### src/rtl/sram_port_arbiter_pkg.sv
// Shared definitions for the SRAM port arbiter: FSM states, port identities
// and the SRAM tag constants carried with commands.
package sram_port_arbiter_pkg;

  typedef enum logic [1:0] {
    ST_IDLE     = 2'd0,
    ST_GRANT_RD = 2'd1,
    ST_GRANT_WR = 2'd2,
    ST_SWITCH   = 2'd3
  } arb_state_e;

  typedef enum logic {
    PORT_RD = 1'b0,
    PORT_WR = 1'b1
  } port_e;

  // Tag values seen on the SRAM command/return path
  localparam logic [1:0] TAG_INVALID = 2'd0;
  localparam logic [1:0] TAG_DATA0   = 2'd1;
  localparam logic [1:0] TAG_DATA1   = 2'd2;
  localparam logic [1:0] TAG_END     = 2'd3;

  // Port that is not the given one (used for turnaround target selection)
  function automatic port_e other_port(input port_e p);
    if (p == PORT_RD) begin
      return PORT_WR;
    end else begin
      return PORT_RD;
    end
  endfunction

endpackage

### src/rtl/sram_port_arbiter.sv
// Two-port arbiter sharing one SRAM command port between a read port and a
// write port. Grants are held for bursts of up to MAX_BURST commands while
// the other port waits, with a one-cycle turnaround between directions.
// Commands are forwarded one cycle after acceptance; read returns are
// forwarded one cycle late regardless of grant state.
module sram_port_arbiter
  import sram_port_arbiter_pkg::*;
#(
  parameter int ADDRESS_WIDTH  = 32,
  parameter int SRAMDATA_WIDTH = 32,
  parameter int TAG_WIDTH      = 2,
  parameter int MAX_BURST      = 4
) (
  input  logic                      clock,
  input  logic                      reset,
  // port 0: reads
  input  logic                      rd_cmd,
  input  logic [ADDRESS_WIDTH-1:0]  rd_addr,
  input  logic [TAG_WIDTH-1:0]      rd_tag,
  output logic                      rd_ready,
  output logic                      rd_valid,
  output logic [SRAMDATA_WIDTH-1:0] rd_data,
  output logic [TAG_WIDTH-1:0]      rd_qtag,
  // port 1: writes
  input  logic                      wr_cmd,
  input  logic [ADDRESS_WIDTH-1:0]  wr_addr,
  input  logic [SRAMDATA_WIDTH-1:0] wr_data,
  output logic                      wr_ready,
  // SRAM side
  output logic                      sram_cmd,
  output logic                      sram_we,
  output logic [ADDRESS_WIDTH-1:0]  sram_addr,
  output logic [SRAMDATA_WIDTH-1:0] sram_wdata,
  output logic [TAG_WIDTH-1:0]      sram_tag,
  input  logic                      sram_ready,
  input  logic                      sram_rvalid,
  input  logic [SRAMDATA_WIDTH-1:0] sram_rdata,
  input  logic [TAG_WIDTH-1:0]      sram_rtag
);

  localparam int                CNT_W   = $clog2(MAX_BURST + 1);
  localparam logic [CNT_W-1:0]  CNT_MAX = CNT_W'(MAX_BURST);
  localparam logic [CNT_W-1:0]  CNT_ONE = CNT_W'(1);

  arb_state_e                r_state;
  logic [CNT_W-1:0]          r_burst_cnt;
  port_e                     r_last_grant;

  logic                      r_sram_cmd;
  logic                      r_sram_we;
  logic [ADDRESS_WIDTH-1:0]  r_sram_addr;
  logic [SRAMDATA_WIDTH-1:0] r_sram_wdata;
  logic [TAG_WIDTH-1:0]      r_sram_tag;

  logic                      r_rd_valid;
  logic [SRAMDATA_WIDTH-1:0] r_rd_data;
  logic [TAG_WIDTH-1:0]      r_rd_qtag;

  logic                      w_rd_acc;
  logic                      w_wr_acc;
  logic                      w_acc;
  logic                      w_own_cmd;
  logic                      w_oth_cmd;
  logic [CNT_W-1:0]          w_cnt_next;

  // Ready follows the grant, gated by the SRAM's own back-pressure
  assign rd_ready = (r_state == ST_GRANT_RD) & sram_ready;
  assign wr_ready = (r_state == ST_GRANT_WR) & sram_ready;

  assign w_rd_acc = rd_cmd & rd_ready;
  assign w_wr_acc = wr_cmd & wr_ready;
  assign w_acc    = w_rd_acc | w_wr_acc;

  // Pick out the granted port's request and the waiting port's request
  always_comb begin
    w_own_cmd = 1'b0;
    w_oth_cmd = 1'b0;
    case (r_state)
      ST_GRANT_RD: begin
        w_own_cmd = rd_cmd;
        w_oth_cmd = wr_cmd;
      end
      ST_GRANT_WR: begin
        w_own_cmd = wr_cmd;
        w_oth_cmd = rd_cmd;
      end
      default: begin
        w_own_cmd = 1'b0;
        w_oth_cmd = 1'b0;
      end
    endcase
  end

  // Burst count including this cycle's acceptance, saturating at MAX_BURST
  always_comb begin
    w_cnt_next = r_burst_cnt;
    if (w_acc && (r_burst_cnt != CNT_MAX)) begin
      w_cnt_next = r_burst_cnt + CNT_ONE;
    end else begin
      w_cnt_next = r_burst_cnt;
    end
  end

  // Grant FSM: idle arbitration, burst tracking and read/write turnaround
  always_ff @(posedge clock) begin
    if (reset) begin
      r_state      <= ST_IDLE;
      r_burst_cnt  <= {CNT_W{1'b0}};
      r_last_grant <= PORT_WR;
    end else begin
      case (r_state)
        ST_IDLE: begin
          // On a tie the port that was not served last wins
          if (rd_cmd && (!wr_cmd || (r_last_grant == PORT_WR))) begin
            r_state      <= ST_GRANT_RD;
            r_last_grant <= PORT_RD;
            r_burst_cnt  <= {CNT_W{1'b0}};
          end else if (wr_cmd) begin
            r_state      <= ST_GRANT_WR;
            r_last_grant <= PORT_WR;
            r_burst_cnt  <= {CNT_W{1'b0}};
          end else begin
            r_state <= ST_IDLE;
          end
        end
        ST_GRANT_RD, ST_GRANT_WR: begin
          // A stalled SRAM freezes the grant and its burst count
          if (sram_ready) begin
            r_burst_cnt <= w_cnt_next;
            if (w_oth_cmd && ((w_cnt_next == CNT_MAX) || !w_own_cmd)) begin
              r_state <= ST_SWITCH;
            end else if (!w_own_cmd && !w_oth_cmd) begin
              r_state <= ST_IDLE;
            end else begin
              r_state <= r_state;
            end
          end else begin
            r_state <= r_state;
          end
        end
        ST_SWITCH: begin
          r_burst_cnt  <= {CNT_W{1'b0}};
          r_last_grant <= other_port(r_last_grant);
          if (r_last_grant == PORT_RD) begin
            r_state <= ST_GRANT_WR;
          end else begin
            r_state <= ST_GRANT_RD;
          end
        end
        default: begin
          r_state <= ST_IDLE;
        end
      endcase
    end
  end

  // Register the accepted command onto the SRAM port one cycle later
  always_ff @(posedge clock) begin
    if (reset) begin
      r_sram_cmd   <= 1'b0;
      r_sram_we    <= 1'b0;
      r_sram_addr  <= {ADDRESS_WIDTH{1'b0}};
      r_sram_wdata <= {SRAMDATA_WIDTH{1'b0}};
      r_sram_tag   <= {TAG_WIDTH{1'b0}};
    end else begin
      r_sram_cmd <= w_acc;
      if (w_wr_acc) begin
        r_sram_we    <= 1'b1;
        r_sram_addr  <= wr_addr;
        r_sram_wdata <= wr_data;
        r_sram_tag   <= TAG_WIDTH'(TAG_INVALID);
      end else if (w_rd_acc) begin
        r_sram_we   <= 1'b0;
        r_sram_addr <= rd_addr;
        r_sram_tag  <= rd_tag;
      end else begin
        r_sram_we <= 1'b0;
      end
    end
  end

  // Forward SRAM read returns to port 0, never gated by the grant
  always_ff @(posedge clock) begin
    if (reset) begin
      r_rd_valid <= 1'b0;
      r_rd_data  <= {SRAMDATA_WIDTH{1'b0}};
      r_rd_qtag  <= {TAG_WIDTH{1'b0}};
    end else begin
      r_rd_valid <= sram_rvalid;
      r_rd_data  <= sram_rdata;
      r_rd_qtag  <= sram_rtag;
    end
  end

  assign sram_cmd   = r_sram_cmd;
  assign sram_we    = r_sram_we;
  assign sram_addr  = r_sram_addr;
  assign sram_wdata = r_sram_wdata;
  assign sram_tag   = r_sram_tag;
  assign rd_valid   = r_rd_valid;
  assign rd_data    = r_rd_data;
  assign rd_qtag    = r_rd_qtag;

endmodule

### config.mk
export PLATFORM = sky130hd
export DESIGN_NAME = sram_port_arbiter
export DESIGN_NICKNAME = d
export VERILOG_FILES = /design/src/rtl/sram_port_arbiter_pkg.sv /design/src/rtl/sram_port_arbiter.sv
export SDC_FILE = /design/constraint.sdc
export NUM_CORES = 1
export LEC_CHECK = 0
export CAP_MARGIN = 20
export CORE_ASPECT_RATIO = 0.5
export CORE_MARGIN = 2
export CORE_UTILIZATION = 40
export CTS_CLUSTER_DIAMETER = 120
export DETAILED_ROUTE_END_ITERATION = 6
export GPL_ROUTABILITY_DRIVEN = 0
export PLACE_DENSITY = 0.85
export SKIP_CTS_REPAIR_TIMING = 1
export SLEW_MARGIN = 20
export SYNTH_ARGS = -nofsm -noshare
export SYNTH_HDL_FRONTEND = slang
export SYNTH_SLANG_ARGS = --single-unit
### constraint.sdc
create_clock -name clock -period 5.2 [get_ports clock]
set_input_delay 1.04 -clock clock [delete_from_list [all_inputs] [get_ports clock]]
set_output_delay 1.04 -clock clock [all_outputs]
set_load 0.1 [all_outputs]
* Word-level counts from Yosys, hierarchy flattened
Index checks and enable logic that the tools add are counted.
** Storage, ports and cells
- Bits in registers :: 109
- Logic and storage cells :: 63
** Operators by class
- Equality and inequality tests :: 8
- Reductions and logical operators :: 17
- Mux-type cells :: 21
- Add/sub/neg operators :: 1
- Bitwise gates (word level) :: 5
** Operators with widths (count)
- $mux 32 :: 2
- $mux 2 :: 6
- $mux 3 :: 4
- $ne 3x3->1 const B :: 3
- $pmux 3 s3 :: 1
- $pmux 1 s2 :: 3
- $pmux 2 s3 :: 1
- $reduce_and 2->1 :: 3
- $and 1x1->1 :: 4
- $eq 2x2->1 const B :: 2
- $logic_and 1x1->1 :: 4
- $mux 1 :: 4
- $reduce_bool 2->1 :: 2
- $reduce_or 2->1 :: 2
- $add 3x1->3 const B :: 1
- $eq 3x3->1 const B :: 1
- $logic_not 1->1 :: 3
- $eq 2x1->1 const B :: 1
- $logic_not 2->1 :: 1
- $logic_or 1x1->1 :: 2
- $ne 2x2->1 const B :: 1
- $or 1x1->1 :: 1

* Logic depth before layout (Yosys ltp)
- Depth in word-level cells :: 12
- Mapped depth :: 8
- Mapped depth without buffers :: 7

* Least setup slack after synthesis
OpenSTA, ideal clock, no wires.
- Path kind :: in2out
- Start :: input port sram_ready
- End :: output port rd_ready
- Buffers on the path :: 2
- Data arrival time :: 2.297 ns
- Setup slack :: 1.863 ns
- Stages on the path :: 3
- Required time :: 4.160 ns
- Path through :: clkbuf_1 clkbuf_1 and2_1
** Between the ends
- Cells in the longest elaborated chain, start to end :: 1
** RTL lines
- start, declared :: RTL line sram_port_arbiter.sv:35 : input logic sram_ready,
- $and 1x1->1 :: RTL line sram_port_arbiter.sv:67 : assign rd_ready = (r_state == ST_GRANT_RD) & sram_ready;
- end, declared :: RTL line sram_port_arbiter.sv:20 : output logic rd_ready,
No other way between the ends.

* Worst setup path in the final report
Same ends and word-level chain as after synthesis.

==> results.sh <==
export IMPL_outcome="finished, final reports clean"
export IMPL_route_antenna_remaining_nets=0
export IMPL_async_reset_ff_frac=0
export IMPL_hold_viol=0
export IMPL_die_x_um=149
export IMPL_synth_compound_area_frac=0.147
export IMPL_fin_crit_ns=3.42
export IMPL_syn_cell_area_um2=4210
export IMPL_grt_max_degree=98
export IMPL_max_freq_mhz=292
export IMPL_maxCapViolations=0
export IMPL_cts_htree_levels=3
export IMPL_place_hpwl_mm=8.86
export IMPL_synthAdderAreaFrac=0.0208
export IMPL_synth_edff_count=0
export IMPL_routedWlPerCell_um=15.2
export IMPL_drc_errors=0
export IMPL_cts_root_buf="clkbuf_16"
export IMPL_area_delta_synth_final_pct=66.3
export IMPL_synth_nets=602
export IMPL_core_area_um2=10200
export IMPL_path_buf_inv=2
export IMPL_grt_pass1_vias=3750
export IMPL_grt_util_all_layers=0.214
export IMPL_antenna_found_initial=0
export IMPL_routed_wl_mm=12.5
export IMPL_final_cell_mix="clkdlybuf4s50_1, dfxtp_1, nand2_1"
export IMPL_pin_count=243
export IMPL_crit_chain="clkdlybuf4s50_1 > and2_1 > buf_4"
export IMPL_tightest_slew_ns=1.03
export IMPL_synth_top_family_by_area="simple AND/OR/NAND/NOR gates"
export IMPL_hold_class="register to register"
export IMPL_fin_util=0.686
export IMPL_skew_ns=0.00462
export IMPL_die_area_um2=11400
export IMPL_syn_inst=457
export IMPL_clk_pin_slew_ns=0.07
export IMPL_place_ws_ns=1.78
export IMPL_rsz0062_at_grt="false"
export IMPL_crit_path_end_kind="output pin"
export IMPL_syn_area_per_cell_um2=9.22
export IMPL_synth_distinct_cells=39
export IMPL_worstPathMaxFanout=17
export IMPL_worstSkewPairLatency_ns=0.34
export IMPL_finalCritPeriodShare=0.657
export IMPL_synth_ff_type="dfxtp_1"
export IMPL_clock_sinks=109
export IMPL_detail_route_first_pass_iterations=4
export IMPL_antennaDiodeCount=0
export IMPL_gr_total_overflow=0
export IMPL_cp_start_kind="primary input"
export IMPL_synth_warnings=0
export IMPL_timing_slew_headroom=0.309
export IMPL_fin_nets=823
export IMPL_crit_arrival_ns=2.38
export IMPL_p_leak_uw=0.00274
export IMPL_maxSlewViolCount=0
export IMPL_portBuffers=242
export IMPL_synthMuxAreaShare=0.0909
export IMPL_via_per_inst=4.82
export IMPL_vias=3964
export IMPL_cts_max_path_buffers=2
export IMPL_crit_path_top_delay_cell="clkdlybuf4s50_1"
export IMPL_drive_above_1_share=0.0395
export IMPL_yosysSeqAreaShare=0.518
export IMPL_ys_ff_latch=109
export IMPL_synth_simple_area_share=0.182
export IMPL_start_util=0.412
export IMPL_first_iter_violations=253
export IMPL_grt_pass1_wl_mm=19.3
export IMPL_critPathRequiredTime_ns=4.16
export IMPL_max_vdd_ir_drop_uv=181
export IMPL_timing_final_ws_setup_ns=1.78
export IMPL_critPathMaxStageDelay_ns=0.85
export IMPL_cts_tree="built"
export IMPL_setup_viol=0
export IMPL_synth_xor_area_frac=0
export IMPL_finalPower_uw=2810
export IMPL_final_common_cell="clkdlybuf4s50_1"
export IMPL_die_h_um=76.6
export IMPL_row_count=26
export IMPL_path_class="primary input to output pin"
export IMPL_critical_path_top_delay_family="buffers and inverters"
export IMPL_cts_buffers=9
export IMPL_tns_ns=0
export IMPL_p_per_area_nw_per_um2=401
## worst min-delay path: stages (launching register included)
cell	delay [ns]
dfxtp_1	0.31
nand2_1	0.05
a21oi_1	0.05
## metal layers
layer / vias to the layer above / track usage / routed length, um
li1: 1994 / - / -
met1: 1826 / 0.256 / 5410
met2: 115 / 0.368 / 6110
met3: 29 / 0.0497 / 615
met4: 0 / 0.0924 / 385
met5: - / 0 / 0
## through the flow
stage	instances	instance area [um2]	hold WS, ns
final	823	7000	0.456
after global routing	823	7000	0.466
after CTS	822	6980	0.457
after detailed placement	806	6690	0.447
after global placement	806	6690	0.441
after floorplan	457	4210	0.544
## cells by family (layout without fill, tap and decap cells)
kind of cell,count (synthesis),in the layout
and+or+nand+nor,169,169
DFF,109,109
adders and majority gates,7,7
muxes,38,38
AOI/OAI and AO/OA,92,92
buffers and inverters,42,268
## cells in the mapped netlist (3+ instances only)
cell,n,share of area
dfxtp_1,109,0.52
nand2_1,71,0.063
nor2_1,40,0.036
a21oi_1,37,0.044
mux2i_1,36,0.086
nor2b_1,36,0.053
a211oi_1,35,0.062
clkbuf_1,27,0.024
ha_1,7,0.021
buf_2,6,0.0071
inv_1,6,0.0053
nor3_1,6,0.0071
nand3_1,5,0.0059
and2_1,3,0.0045
nand2b_1,3,0.0045
## registers in the layout (all words and copies together) (netlist names)
register / flops
sram_tag: 2
r_last_grant: 1
sram_cmd: 1
sram_we: 1
rd_qtag: 2
rd_data: 32
r_burst_cnt: 3
sram_addr: 32
rd_valid: 1
sram_wdata: 32
r_state: 2
## worst paths after layout
check                                   start            end  slack, ns  depth (start not counted)
worst max-delay path               sram_ready       rd_ready       1.78                          3
worst min-delay path            sram_wdata[9]  sram_wdata[9]       0.46                          2
worst max register to register     r_state[0]     r_state[0]       2.82                          7
worst min register to register  sram_wdata[9]  sram_wdata[9]       0.46                          2
## report_power, final
part | switching (uW) | internal [uW] | total [uW]
Combinational | 814 | 367 | 1180
Clock | 298 | 366 | 664
Sequential | 45.3 | 917 | 962
## layout make-up
class	instances	area, um2
sequential	109	2180
clock inverter	2	16.3
inverter	6	22.5
tap	140	175
timing repair buffer	246	2460
fill	806	3210
multi-input combinational	306	1880
clock buffer	14	274
Note: power is estimated with default switching activity, not from simulation.
